<file path="config.mk">
export PLATFORM = sky130hd
export DESIGN_NAME = task_clk_stepper
export DESIGN_NICKNAME = d
export VERILOG_FILES = /design/src/rtl/task_clk_stepper.sv
export SDC_FILE = /design/constraint.sdc
export NUM_CORES = 1
export LEC_CHECK = 0
export ABC_AREA = 1
export ABC_CLOCK_PERIOD_IN_PS = 4690
export CAP_MARGIN = 20
export CORE_UTILIZATION = 60
export DETAILED_ROUTE_END_ITERATION = 10
export PLACE_DENSITY_LB_ADDON = 0.08
export SLEW_MARGIN = 25
export SYNTH_ARGS = -nofsm -noshare
export SYNTH_HDL_FRONTEND = slang
export SYNTH_SLANG_ARGS = --single-unit
</file>
<file path="constraint.sdc">
create_clock -name sys_clk -period 4.69 [get_ports sys_clk]
set_input_delay 0.7035 -clock sys_clk [delete_from_list [all_inputs] [get_ports sys_clk]]
set_output_delay 0.7035 -clock sys_clk [all_outputs]
set_load 0.01 [all_outputs]
</file>
<file path="src/rtl/task_clk_stepper.sv">
// task_clk_stepper: host run/step/halt controller for the gated task clock.
// Releases the task clock either free-running or for an exact cycle count.
// clk_en is registered and feeds the task-clock BUFGCE enable term.
// break_in from the breakpoint logic overrides everything and halts at once.
module task_clk_stepper #(
  parameter int CNT_W = 64
) (
  input  logic             sys_clk,
  input  logic             sys_resetn,
  input  logic             cmd_valid,
  output logic             cmd_ready,
  input  logic [1:0]       cmd_op,
  input  logic [CNT_W-1:0] cmd_count,
  input  logic             break_in,
  output logic             clk_en,
  output logic             halted,
  output logic             done_valid,
  output logic [1:0]       done_cause,
  output logic [CNT_W-1:0] cycles_run
);

  // command opcodes
  localparam logic [1:0] OP_HALT  = 2'b00;
  localparam logic [1:0] OP_RUN   = 2'b01;
  localparam logic [1:0] OP_STEP  = 2'b10;
  localparam logic [1:0] OP_CLEAR = 2'b11;

  // response causes
  localparam logic [1:0] RSP_HALT  = 2'b00;
  localparam logic [1:0] RSP_DONE  = 2'b01;
  localparam logic [1:0] RSP_BREAK = 2'b10;
  localparam logic [1:0] RSP_REJ   = 2'b11;

  // FSM encoding
  localparam logic [1:0] S_HALTED = 2'd0;
  localparam logic [1:0] S_RUN    = 2'd1;
  localparam logic [1:0] S_STEP   = 2'd2;

  typedef struct packed {
    logic       vld;
    logic [1:0] cause;
  } rsp_t;

  logic [1:0]       state, state_nx;
  logic [CNT_W-1:0] remaining, rem_nx;
  rsp_t             rsp_nx;
  logic             clr_nx;
  logic             is_halt;
  logic             expire;

  // The controller never back-pressures; every valid command is taken.
  assign cmd_ready = 1'b1;
  assign halted    = (state == S_HALTED);

  assign is_halt = cmd_valid && (cmd_op == OP_HALT);
  // Last granted cycle of a STEP: full-width compare so huge counts are exact.
  assign expire  = clk_en && (remaining == CNT_W'(1));

  // Next-state / response decode. Forced halts (break, HALT, expiry) win over
  // any other command in the same cycle; a losing command is simply dropped.
  always_comb begin
    state_nx = state;
    rem_nx   = remaining;
    rsp_nx   = '0;
    clr_nx   = 1'b0;
    case (state)
      S_HALTED: begin
        if (cmd_valid) begin
          case (cmd_op)
            OP_HALT: begin
              rsp_nx = '{vld: 1'b1, cause: RSP_HALT};
            end
            OP_RUN: begin
              if (break_in) rsp_nx   = '{vld: 1'b1, cause: RSP_BREAK};
              else          state_nx = S_RUN;
            end
            OP_STEP: begin
              if (cmd_count == '0) begin
                rsp_nx = '{vld: 1'b1, cause: RSP_DONE};
              end else if (break_in) begin
                rsp_nx = '{vld: 1'b1, cause: RSP_BREAK};
              end else begin
                state_nx = S_STEP;
                rem_nx   = cmd_count;
              end
            end
            default: begin // OP_CLEAR
              clr_nx = 1'b1;
              rsp_nx = '{vld: 1'b1, cause: RSP_DONE};
            end
          endcase
        end
      end
      S_RUN, S_STEP: begin
        if (state == S_STEP && clk_en) rem_nx = remaining - CNT_W'(1);
        if (break_in) begin
          state_nx = S_HALTED;
          rem_nx   = '0;
          rsp_nx   = '{vld: 1'b1, cause: RSP_BREAK};
        end else if (is_halt) begin
          state_nx = S_HALTED;
          rem_nx   = '0;
          rsp_nx   = '{vld: 1'b1, cause: RSP_HALT};
        end else if (state == S_STEP && expire) begin
          state_nx = S_HALTED;
          rem_nx   = '0;
          rsp_nx   = '{vld: 1'b1, cause: RSP_DONE};
        end else if (cmd_valid) begin
          rsp_nx = '{vld: 1'b1, cause: RSP_REJ};
        end
      end
      default: begin
        state_nx = S_HALTED;
        rem_nx   = '0;
      end
    endcase
  end

  // FSM, step counter and registered clock enable. clk_en is derived from the
  // next state so a grant shows up the cycle after accept and a halt drops it
  // the cycle after the stop condition is seen.
  always_ff @(posedge sys_clk or negedge sys_resetn) begin
    if (!sys_resetn) begin
      state     <= S_HALTED;
      remaining <= '0;
      clk_en    <= 1'b0;
    end else begin
      state     <= state_nx;
      remaining <= rem_nx;
      clk_en    <= (state_nx != S_HALTED);
    end
  end

  // One-cycle response pulse; cause reads 0 when no pulse is present.
  always_ff @(posedge sys_clk or negedge sys_resetn) begin
    if (!sys_resetn) begin
      done_valid <= 1'b0;
      done_cause <= 2'b00;
    end else begin
      done_valid <= rsp_nx.vld;
      done_cause <= rsp_nx.cause;
    end
  end

  // Granted-cycle counter; wraps, cleared only by CLEAR while halted.
  always_ff @(posedge sys_clk or negedge sys_resetn) begin
    if (!sys_resetn)  cycles_run <= '0;
    else if (clr_nx)  cycles_run <= '0;
    else if (clk_en)  cycles_run <= cycles_run + CNT_W'(1);
  end

endmodule

</file>
==> results.md <==
* CTS Buf Count at 17
* Clock root buffer master: clkbuf_16
* Largest net degree at the start of global routing at just over 100
* Worst stage delay on the critical path at 0.64 ns
* CP bufs+invs at 3
* Top Family by Delay on Critical Path: buffers and inverters
* Relative slew slack at between 40% and 50%
* Register area share after synthesis at 33.11%
* Final WS setup at 1.351 ns
* Post-route antenna net violation count at 0
* Vert. Die Dim at ~130 microns
* Drt drc at 0
* Nets at 1811
* Total power draw at 5.247 mW
* Vias at 11170
* Crit Path Category: reg -> out
* Die X-Extent at 131.9 microns
* Post-synthesis mux area share at 0%
* Path type of the worst min-delay path: in -> async
* Largest family of logic cells by synthesized area: simple AND/OR/NAND/NOR gates
* Synthesized area per cell at 6.306 sq um
* Final RePlAce weighted congestion at 0.9616
* XOR/XNOR Fraction of Synth Area at 3.027%
* Synthesized flop and latch total at 134
* Post-detail-place hpwl at 23850 microns
* Status: finished, final reports clean
* Vias in the first global route at roughly 10000
* Tmin final at 3.339 ns
* Most frequent cells in the layout: nand2_1 (583), nor2_1 (239), inv_1 (137), clkdlybuf4s50_1 (137), dfrtp_1 (134)
* Largest area contributor in the netlist: dfrtp_1
* Starting Density at 61.29%
* Core area at 0.01652 sq mm
* Cell Chain, Critical Path: inv_1 -> ha_2 -> buf_4 -> clkdlybuf4s50_1
* Post-Place Worst Slack at 1.440 ns
* Post-Syn Nets at 1687
* Top cells by area, synth: dfrtp_1 (33%), nand2_1 (22%), nor2_1 (8.9%), inv_1 (5.1%), nand3_1 (4.8%)
* Gr ovfl total at 0
* Syn-to-layout area delta at 20.37%
* H-Tree Depth at 4
* Hold buffer count at cts at 0
* Post-CTS Setup Bufs at 0
* Fin cells at 1963
* CTS Buffer Depth at 2
* Port Buffer Count at 138
* DR iter-0 viols at 1001
* Final WL at about 32000 microns
* Worst slew pin tran at between 0.8 and 0.9 ns
* Unrepaired setup endpoints after global routing: false
* CP Capture Type: output port
* Mapped Area at 0.01013 sq mm
* CTS sink cnt at 134
* Row cnt at 47
* Leak pwr at about 5.5 nW
* Post-synthesis adder-cell area fraction at ~1.4%
* P per Cell Area at 430.4 mW/mm^2
* Drt pass-1 iters at 6
* Top-area cell type share of the netlist area at 33.11%
* Worst-case clock skew at 0.008178 ns
* Avg WL per Cell at 16.08 microns
* Crit-path slowest cell: ha_2
* Post_cts resized at 0
* Simple-Gate Fraction of Synth Area at 47.44%
* Maxcap violations at 0
* Commonest non-fill, non-tap cell in the layout: nand2_1
* Die area at ~0.017 sq mm
* Count of final setup violators at 0
* Compound-Gate Fraction of Synth Area at 7.166%
* Fin util at 73.77%
* Initial antenna violation count at 0
* Fraction of layout cells with a size suffix above 1 at 7.114%
* Placed cells at 1931
* Slew Viols, Final at 0
* CTS tree: built
* Warnings from Yosys at 0
* Fin crit share at 71.19%
* First-pass GRT wire length at slightly above 50000 microns
* Clock Latency Late Sink at about 0.43 ns
* Max VDD drop at 325.3 uV
* Post-DR vias/cell at 5.692
* Yosys cell types at 50
* # diodes at 0
* Crit path max fanout at 35
* Critical path launch point type: register
* Arr. time, crit path at 2.64 ns
* Setup TNS at 0 ns
* Final Hold Fails at 0
* Tot GR Track Use at 37.32%
* Clock-pin transition on the worst setup and hold timing paths at 0.06 ns
* IO Pins at 140
* Max frequency at roughly 0.30 GHz
* Mapped Cells at 1606
* Worst path required time at 3.99 ns
flip-flops by register name (all words and copies together), names as in the netlist:
signal and count:
remaining 64, cycles_run 64, state 2, clk_en 1, done_cause 2, done_valid 1
worst reg2reg max path, delay by kind of cell, from the launching register on:
kind / cells / cell delay (ns)
adders and majority gates: 1 / 0.64
DFF: 1 / 0.41
buffers and inverters: 4 / 0.56
and+or+nand+nor: 7 / 1.06
AOI/OAI and AO/OA: 1 / 0.13
where the power goes:
part | total, mW | switching [mW] | internal, mW
combinational | 2.03 | 1.32 | 0.702
sequential | 1.83 | 0.392 | 1.43
clock | 1.39 | 0.597 | 0.797
total | 5.25 | 2.31 | 2.93
logic make-up (layout without fill, tap and decap cells):
kind of cell,count (synthesis),count (layout)
adders and majority gates,11,11
AOI/OAI and AO/OA,133,133
and+or+nand+nor,1106,1106
DFF,134,134
other,1,1
xor gates and xnor gates,35,35
buffers and inverters,186,323
cell type report:
cell class	count	area, sq um
clock buffers	17	425.4
repair buffers	144	1430
fillers	1412	4334
inverters	147	554.3
well taps	220	275.3
multi-input cells	1286	5983
clock inverters	15	168.9
flip-flops and latches	134	3353
cell usage after synthesis, drive strengths merged:
cell type and count:
nor2 280, xnor2 17, nor3b 4, a31oi 3, nor3 60, o22ai 4
nand4 36, inv 147, conb 1, nand3b 5, buf 22, and2 2
nand3 102, a41oi 1, o21bai 3, and3 6, xor2 18, dfrtp 134
a21oi 38, ha 11, o21ai 72, clkbuf 17, o2111ai 2, o31ai 1
a211oi 3, o21a 4, nor4 7, nand2 599, or2 5, a31o 1
o211a 1
metal layers:
| layer | part of all wire, % | up-vias | global-route usage [%] |
|---|---|---|---|
| met5 | 0 | - | 0 |
| met4 | 5.7 | 0 | 23.39 |
| met3 | 6.0 | 121 | 4.844 |
| met2 | 49 | 507 | 63.76 |
| met1 | 39 | 5175 | 44.69 |
| li1 | - | 5370 | - |
per-stage QoR:
step	hold WS (ns)	area (sq um)
finish	0.3465	12190
global route	0.4332	12190
CTS	0.4307	12190
detailed placement	0.4877	11590
global placement	0.4619	11590
floorplan	0.4079	10130
path summary, 6_finish.rpt:
| kind | from | slack (ns) | to | depth (start not counted) |
|---|---|---|---|---|
| worst max-delay path | state[0] | 1.35 | halted | 4 |
| worst min-delay path | sys_resetn | 0.35 | cycles_run[14] | 1 |
| worst max register to register | state[0] | 1.77 | cycles_run[60] | 13 |
| worst min register to register | remaining[61] | 0.51 | remaining[61] | 2 |
| max in group asynchronous | sys_resetn | 3.40 | cycles_run[43] | 2 |
| min in group sys_clk | remaining[61] | 0.51 | remaining[61] | 2 |
(Power assumes the default switching activity.)
